==> src/rtl/cpu_pkg.sv <==
// Shared decode encodings for the integer pipeline: opcodes, instruction
// classes (aluop), sub-operations (alusel) and their NOP values.
package cpu_pkg;

  localparam int unsigned ALUOP_W  = 4;
  localparam int unsigned ALUSEL_W = 5;

  typedef enum logic [6:0] {
    OPC_LUI    = 7'b0110111,
    OPC_AUIPC  = 7'b0010111,
    OPC_JAL    = 7'b1101111,
    OPC_JALR   = 7'b1100111,
    OPC_BRANCH = 7'b1100011,
    OPC_LOAD   = 7'b0000011,
    OPC_STORE  = 7'b0100011,
    OPC_OPIMM  = 7'b0010011,
    OPC_OP     = 7'b0110011
  } opcode_e;

  typedef enum logic [ALUOP_W-1:0] {
    AOP_NOP    = 4'd0,
    AOP_LUI    = 4'd1,
    AOP_AUIPC  = 4'd2,
    AOP_JAL    = 4'd3,
    AOP_JALR   = 4'd4,
    AOP_BRANCH = 4'd5,
    AOP_LOAD   = 4'd6,
    AOP_STORE  = 4'd7,
    AOP_OPIMM  = 4'd8,
    AOP_OP     = 4'd9
  } aluop_e;

  typedef enum logic [ALUSEL_W-1:0] {
    SEL_NOP  = 5'd0,
    SEL_ADD  = 5'd1,
    SEL_SUB  = 5'd2,
    SEL_SLL  = 5'd3,
    SEL_SLT  = 5'd4,
    SEL_SLTU = 5'd5,
    SEL_XOR  = 5'd6,
    SEL_SRL  = 5'd7,
    SEL_SRA  = 5'd8,
    SEL_OR   = 5'd9,
    SEL_AND  = 5'd10,
    SEL_BEQ  = 5'd11,
    SEL_BNE  = 5'd12,
    SEL_BLT  = 5'd13,
    SEL_BGE  = 5'd14,
    SEL_BLTU = 5'd15,
    SEL_BGEU = 5'd16,
    SEL_LB   = 5'd17,
    SEL_LH   = 5'd18,
    SEL_LW   = 5'd19,
    SEL_LBU  = 5'd20,
    SEL_LHU  = 5'd21,
    SEL_SB   = 5'd22,
    SEL_SH   = 5'd23,
    SEL_SW   = 5'd24
  } alusel_e;

  localparam aluop_e  ALUOP_NOP  = AOP_NOP;
  localparam alusel_e ALUSEL_NOP = SEL_NOP;

  // Arithmetic sub-operation for OP / OP-IMM; alt is inst[30].
  // SUB exists only for register-register ops, SRA/SRAI for both.
  function automatic alusel_e alu_sel(input logic [2:0] f3, input logic alt,
                                      input logic is_op);
    alusel_e s;
    case (f3)
      3'b000:  s = (is_op && alt) ? SEL_SUB : SEL_ADD;
      3'b001:  s = SEL_SLL;
      3'b010:  s = SEL_SLT;
      3'b011:  s = SEL_SLTU;
      3'b100:  s = SEL_XOR;
      3'b101:  s = alt ? SEL_SRA : SEL_SRL;
      3'b110:  s = SEL_OR;
      default: s = SEL_AND;
    endcase
    return s;
  endfunction

endpackage

==> src/rtl/id_decode.sv <==
// Combinational instruction decode: register fields, immediates, class,
// sub-operation, source usage, destination and illegal detection.
import cpu_pkg::*;

module id_decode #(
  parameter int unsigned XLEN = 32,
  parameter int unsigned RAW  = 5
) (
  input  logic [31:0]     inst,
  output logic [RAW-1:0]  rs1,
  output logic [RAW-1:0]  rs2,
  output logic            use1,
  output logic            use2,
  output aluop_e          aluop,
  output alusel_e         alusel,
  output logic [XLEN-1:0] imm,
  output logic            wreg,
  output logic [RAW-1:0]  wd,
  output logic            illegal
);

  logic [2:0]  f3;
  logic [31:0] imm_i, imm_s, imm_b, imm_u, imm_j, imm32;
  logic        wr;

  assign f3  = inst[14:12];
  assign rs1 = RAW'(inst[19:15]);
  assign rs2 = RAW'(inst[24:20]);

  assign imm_i = {{20{inst[31]}}, inst[31:20]};
  assign imm_s = {{20{inst[31]}}, inst[31:25], inst[11:7]};
  assign imm_b = {{19{inst[31]}}, inst[31], inst[7], inst[30:25], inst[11:8], 1'b0};
  assign imm_u = {inst[31:12], 12'b0};
  assign imm_j = {{11{inst[31]}}, inst[31], inst[19:12], inst[20], inst[30:21], 1'b0};

  always_comb begin
    aluop   = AOP_NOP;
    alusel  = SEL_NOP;
    imm32   = '0;
    use1    = 1'b0;
    use2    = 1'b0;
    wr      = 1'b0;
    illegal = 1'b0;
    case (inst[6:0])
      OPC_LUI:   begin aluop = AOP_LUI;   alusel = SEL_ADD; imm32 = imm_u; wr = 1'b1; end
      OPC_AUIPC: begin aluop = AOP_AUIPC; alusel = SEL_ADD; imm32 = imm_u; wr = 1'b1; end
      OPC_JAL:   begin aluop = AOP_JAL;   alusel = SEL_ADD; imm32 = imm_j; wr = 1'b1; end
      OPC_JALR: begin
        aluop = AOP_JALR; alusel = SEL_ADD; imm32 = imm_i; use1 = 1'b1; wr = 1'b1;
        illegal = (f3 != 3'b000);
      end
      OPC_BRANCH: begin
        aluop = AOP_BRANCH; imm32 = imm_b; use1 = 1'b1; use2 = 1'b1;
        case (f3)
          3'b000:  alusel = SEL_BEQ;
          3'b001:  alusel = SEL_BNE;
          3'b100:  alusel = SEL_BLT;
          3'b101:  alusel = SEL_BGE;
          3'b110:  alusel = SEL_BLTU;
          3'b111:  alusel = SEL_BGEU;
          default: illegal = 1'b1;
        endcase
      end
      OPC_LOAD: begin
        aluop = AOP_LOAD; imm32 = imm_i; use1 = 1'b1; wr = 1'b1;
        case (f3)
          3'b000:  alusel = SEL_LB;
          3'b001:  alusel = SEL_LH;
          3'b010:  alusel = SEL_LW;
          3'b100:  alusel = SEL_LBU;
          3'b101:  alusel = SEL_LHU;
          default: illegal = 1'b1;
        endcase
      end
      OPC_STORE: begin
        aluop = AOP_STORE; imm32 = imm_s; use1 = 1'b1; use2 = 1'b1;
        case (f3)
          3'b000:  alusel = SEL_SB;
          3'b001:  alusel = SEL_SH;
          3'b010:  alusel = SEL_SW;
          default: illegal = 1'b1;
        endcase
      end
      OPC_OPIMM: begin
        aluop = AOP_OPIMM; alusel = alu_sel(f3, inst[30], 1'b0);
        imm32 = imm_i; use1 = 1'b1; wr = 1'b1;
      end
      OPC_OP: begin
        aluop = AOP_OP; alusel = alu_sel(f3, inst[30], 1'b1);
        use1 = 1'b1; use2 = 1'b1; wr = 1'b1;
      end
      default: illegal = 1'b1;
    endcase
    // An illegal word must not read, write or carry an immediate.
    if (illegal) begin
      aluop  = ALUOP_NOP;
      alusel = ALUSEL_NOP;
      imm32  = '0;
      use1   = 1'b0;
      use2   = 1'b0;
      wr     = 1'b0;
    end
  end

  assign imm  = XLEN'($signed(imm32));
  assign wreg = wr && (inst[11:7] != 5'd0);
  assign wd   = wreg ? RAW'(inst[11:7]) : '0;

endmodule

==> src/rtl/id_pipe.sv <==
// Decode stage: operand forwarding with load-use stall, and the registered
// valid/ready output bundle handed to execute.
import cpu_pkg::*;

module id_pipe #(
  parameter int unsigned XLEN = 32,
  parameter int unsigned NFWD = 2,
  parameter int unsigned RAW  = 5
) (
  input  logic                 clk,
  input  logic                 rst,
  input  logic                 flush,
  input  logic                 in_valid,
  output logic                 in_ready,
  input  logic [XLEN-1:0]      in_pc,
  input  logic [31:0]          in_inst,
  input  logic [NFWD-1:0]      fwd_wreg,
  input  logic [NFWD*RAW-1:0]  fwd_wd,
  input  logic [NFWD*XLEN-1:0] fwd_wdata,
  input  logic [NFWD-1:0]      fwd_pend,
  output logic [RAW-1:0]       rf_raddr1,
  output logic [RAW-1:0]       rf_raddr2,
  input  logic [XLEN-1:0]      rf_rdata1,
  input  logic [XLEN-1:0]      rf_rdata2,
  output logic                 out_valid,
  input  logic                 out_ready,
  output logic [XLEN-1:0]      out_pc,
  output logic [XLEN-1:0]      out_imm,
  output logic [XLEN-1:0]      out_op1,
  output logic [XLEN-1:0]      out_op2,
  output aluop_e               out_aluop,
  output alusel_e              out_alusel,
  output logic                 out_wreg,
  output logic [RAW-1:0]       out_wd,
  output logic                 out_illegal
);

  logic [RAW-1:0]  rs1, rs2, d_wd;
  logic            use1, use2, d_wreg, d_illegal;
  aluop_e          d_aluop;
  alusel_e         d_alusel;
  logic [XLEN-1:0] d_imm, op1, op2;
  logic            pend1, pend2, stall, load;

  id_decode #(.XLEN(XLEN), .RAW(RAW)) u_decode (
    .inst    (in_inst),
    .rs1     (rs1),
    .rs2     (rs2),
    .use1    (use1),
    .use2    (use2),
    .aluop   (d_aluop),
    .alusel  (d_alusel),
    .imm     (d_imm),
    .wreg    (d_wreg),
    .wd      (d_wd),
    .illegal (d_illegal)
  );

  assign rf_raddr1 = rs1;
  assign rf_raddr2 = rs2;

  always_comb begin
    op1   = '0;
    op2   = '0;
    pend1 = 1'b0;
    pend2 = 1'b0;
    if (use1 && rs1 != '0) op1 = rf_rdata1;
    if (use2 && rs2 != '0) op2 = rf_rdata2;
    // Walk from the highest index down so the lowest matching source wins.
    for (int unsigned k = 0; k < NFWD; k++) begin
      if (use1 && rs1 != '0 && fwd_wreg[NFWD-1-k] &&
          fwd_wd[(NFWD-1-k)*RAW +: RAW] == rs1) begin
        op1   = fwd_wdata[(NFWD-1-k)*XLEN +: XLEN];
        pend1 = fwd_pend[NFWD-1-k];
      end
      if (use2 && rs2 != '0 && fwd_wreg[NFWD-1-k] &&
          fwd_wd[(NFWD-1-k)*RAW +: RAW] == rs2) begin
        op2   = fwd_wdata[(NFWD-1-k)*XLEN +: XLEN];
        pend2 = fwd_pend[NFWD-1-k];
      end
    end
  end

  assign stall    = in_valid && (pend1 || pend2);
  assign in_ready = !rst && (!out_valid || out_ready) && !stall && !flush;
  assign load     = in_valid && in_ready;

  always_ff @(posedge clk) begin
    if (rst) begin
      out_valid   <= 1'b0;
      out_pc      <= '0;
      out_imm     <= '0;
      out_op1     <= '0;
      out_op2     <= '0;
      out_aluop   <= ALUOP_NOP;
      out_alusel  <= ALUSEL_NOP;
      out_wreg    <= 1'b0;
      out_wd      <= '0;
      out_illegal <= 1'b0;
    end else if (flush) begin
      out_valid <= 1'b0;
    end else if (load) begin
      out_valid   <= 1'b1;
      out_pc      <= in_pc;
      out_imm     <= d_imm;
      out_op1     <= op1;
      out_op2     <= op2;
      out_aluop   <= d_aluop;
      out_alusel  <= d_alusel;
      out_wreg    <= d_wreg;
      out_wd      <= d_wd;
      out_illegal <= d_illegal;
    end else if (out_ready) begin
      out_valid <= 1'b0;
    end
  end

endmodule

==> config.mk <==
export PLATFORM = sky130hd
export DESIGN_NAME = id_pipe
export DESIGN_NICKNAME = d
export VERILOG_FILES = /design/src/rtl/cpu_pkg.sv /design/src/rtl/id_decode.sv /design/src/rtl/id_pipe.sv
export SDC_FILE = /design/constraint.sdc
export NUM_CORES = 1
export LEC_CHECK = 0
export CAP_MARGIN = 20
export CORE_MARGIN = 3
export CORE_UTILIZATION = 35
export CTS_CLUSTER_SIZE = 12
export DETAILED_ROUTE_END_ITERATION = 8
export DONT_BUFFER_PORTS = 1
export PLACE_DENSITY_LB_ADDON = 0.08
export SKIP_CTS_REPAIR_TIMING = 1
export SYNTH_ARGS = -nofsm -noshare
export SYNTH_HDL_FRONTEND = slang
export SYNTH_HIERARCHICAL = 1
export SYNTH_SLANG_ARGS = --single-unit
==> constraint.sdc <==
create_clock -name clk -period 2.7 [get_ports clk]
set_input_delay 0 -clock clk [delete_from_list [all_inputs] [get_ports clk]]
set_output_delay 0 -clock clk [all_outputs]
set_load 0.02 [all_outputs]
==> out/metrics.yaml <==
outcome: "finished, violations left"
violations: "negative hold slack"
reg2reg_from: "out_valid"
topRoutingLayerUsed: "met4"
fin_crit_sh_pct: 97.0
maxCapViolCount: 0
finalCriticalPeriod_ps: 2620
synth_compound_area_share_pct: 18.7
grt.overflow.total: 0
io_pins: 367
fmax_mhz: 382
tightest_slew_ps: 829
syn-instance-count: 871
port_buffers: 0
yosysTopAreaCell: "dfxtp_1"
grt_pass1_wl_um: 41900
rows: 55
p_leak_nw: 4.37
synth_cell_types: 65
ys_warn_count: 6
synth_seq_cells: 145
wl_per_cell_um: 23.1
cp_data_required_time_ps: 3050
worst_hold_path_type: "primary input to register"
power_density_nw_per_um2: 482
place.gp.congestion: 0.864
dp_cells: 1132
synth_top_family_by_area: "simple AND/OR/NAND/NOR gates"
drt_iter0_markers: 759
antenna_found_initial: 2
async_flop_share_pct: 0
clock-sinks: 145
route.met3.wl_um: 3160
grt_max_degree: 147
grt.total_usage_pct: 20.7
min-delay-start: "rf_rdata2[27]"
dp_hpwl_um: 20900
cts_inserted_buffers: 17
wirelength_um: 30900
layout_common_cells: "dlygate4sd3_1, dfxtp_1, nor2b_1"
first_global_vias: 6713
synth_enable_flop_cells: 0
die_y_um: 160
core_region_area_um2: 23000
synth_top_area_share_pct: 34.9
synth_fa_ha_area_share_pct: 0
muxShareOfSynthArea_pct: 18.5
wl_met2_um: 15200
synth_xor_area_share_pct: 2.42
peakVddDrop_v: 0.000386
clock_latency_ps: 420
placed_area_um2: 8550
clock_skew_ps: 15.6
fin_ws_ps: 80.1
stdcell_count: 1336
ys_top_cells_by_area: "dfxtp_1, a221o_1, mux2i_1, nor2b_1, mux2_2"
nets: 1220
tns_ps: 0
synth.avg_cell_area_um2: 9.56
ant_nets: 0
rr_worst_depth: 6
drive_gt1_share_pct: 14.6
drt_first_pass_iters: 6
place_ws_ps: -192
ys_seq_area_share_pct: 34.9
wl_met1_um: 11600
clk_path_buf_depth: 2
cts.clk_slew.worst_paths_ps: 70
dieWidth_um: 160
critPathMaxFanout: 32
clockRootBuffer: "clkbuf_16"
syn_nets: 1082
worstSetupStartpointType: "primary input"
layout_commonest_cell: "dlygate4sd3_1"
route.vias.total: 7591
end_kind: "register"
hold_violations: 14
area_growth_pct: 30.8
drc: 0
netlist_area_um2: 8330
critical_path.startpoint: "in_inst[2]"
start_util_pct: 36.2
maxSlewHeadroom_pct: 44.7
final_area_um2: 10900
via_per_inst: 5.68
synth_ff_type: "dfxtp_1"
whs_ps: -56.2
slew_viol_final: 0
htreeDepth: 4
worstHoldPathCells: 3
crit_type: "primary input to register"
total_power_mw: 5.26
cts_tree: "yes"
finalSetupViolCount: 0
cp.arrival_ps: 2970
synth-simple-area-share_pct: 18.9
die_area_um2: 25700
==> stage by stage <==
step	util, %	hold slack [ps]
global route	47.4	-15.9
floorplan	-	72.8
finish	47.4	-56.2
global placement	37.2	0.352
detailed placement	37.2	0.341
CTS	39.9	-375
==> worst paths after layout <==
kind | endpoint | slack (ps)
max | out_op2[14] | 80
min | out_op2[27] | -60
max reg2reg | out_pc[25] | 600
min reg2reg | out_op1[9] | 590
==> state kept, by name (all words and copies together) (netlist names) <==
name	count
out_imm	32
out_op2	32
out_pc	32
out_aluop	4
out_op1	32
out_valid	1
out_alusel	5
out_illegal	1
out_wreg	1
out_wd	5
==> metal layers <==
layer,track usage [%],up-vias
li1,-,3437
met4,6.79,0
met2,35.2,446
met5,0,-
met1,23.1,3639
met3,9.42,69
==> worst max-delay path: stages <==
cell and delay, ps:
nand4bb_4 160, buf_4 140, nor4_2 50, nor4_2 290, and4b_1 250, o21ai_1 150, o21ba_2 800, a221o_1 270
dlygate4sd3_1 540, o21ai_0 120, mux2i_1 160
==> synth_stat cells (13+ instances only) <==
cell type,number
dfxtp_1,145
nor2b_1,80
o21ai_0,73
nand2b_1,69
a221o_1,64
mux2i_1,64
clkbuf_1,45
mux2_2,42
mux2_1,38
nand2_1,33
buf_6,19
nor2_1,19
xnor2_1,17
a21oi_1,14
a21oi_2,13
buf_4,13
==> cells by family after synthesis <==
logic type | Yosys count
multiplexers | 144
flip-flops | 145
XOR/XNOR | 23
AND/OR/NAND/NOR | 261
buffers and inverters | 90
AO/OA/AOI/OAI | 208
==> layout make-up <==
cell class | count | area, um2
Multi-Input combinational cell | 636 | 4930
Clock buffer | 17 | 425
Antenna cell | 1 | 2.50
Timing Repair Buffer | 206 | 2040
Tap cell | 313 | 392
Clock inverter | 15 | 188
Inverter | 3 | 11.3
Sequential cell | 145 | 2900
Fill cell | 2183 | 12100
==> report_power, final <==
group          internal [mW]  switching, mW
clock                   1.41           1.07
combinational          0.308          0.229
sequential              2.17         0.0662
No activity file was read; power rests on OpenSTA's default activity.
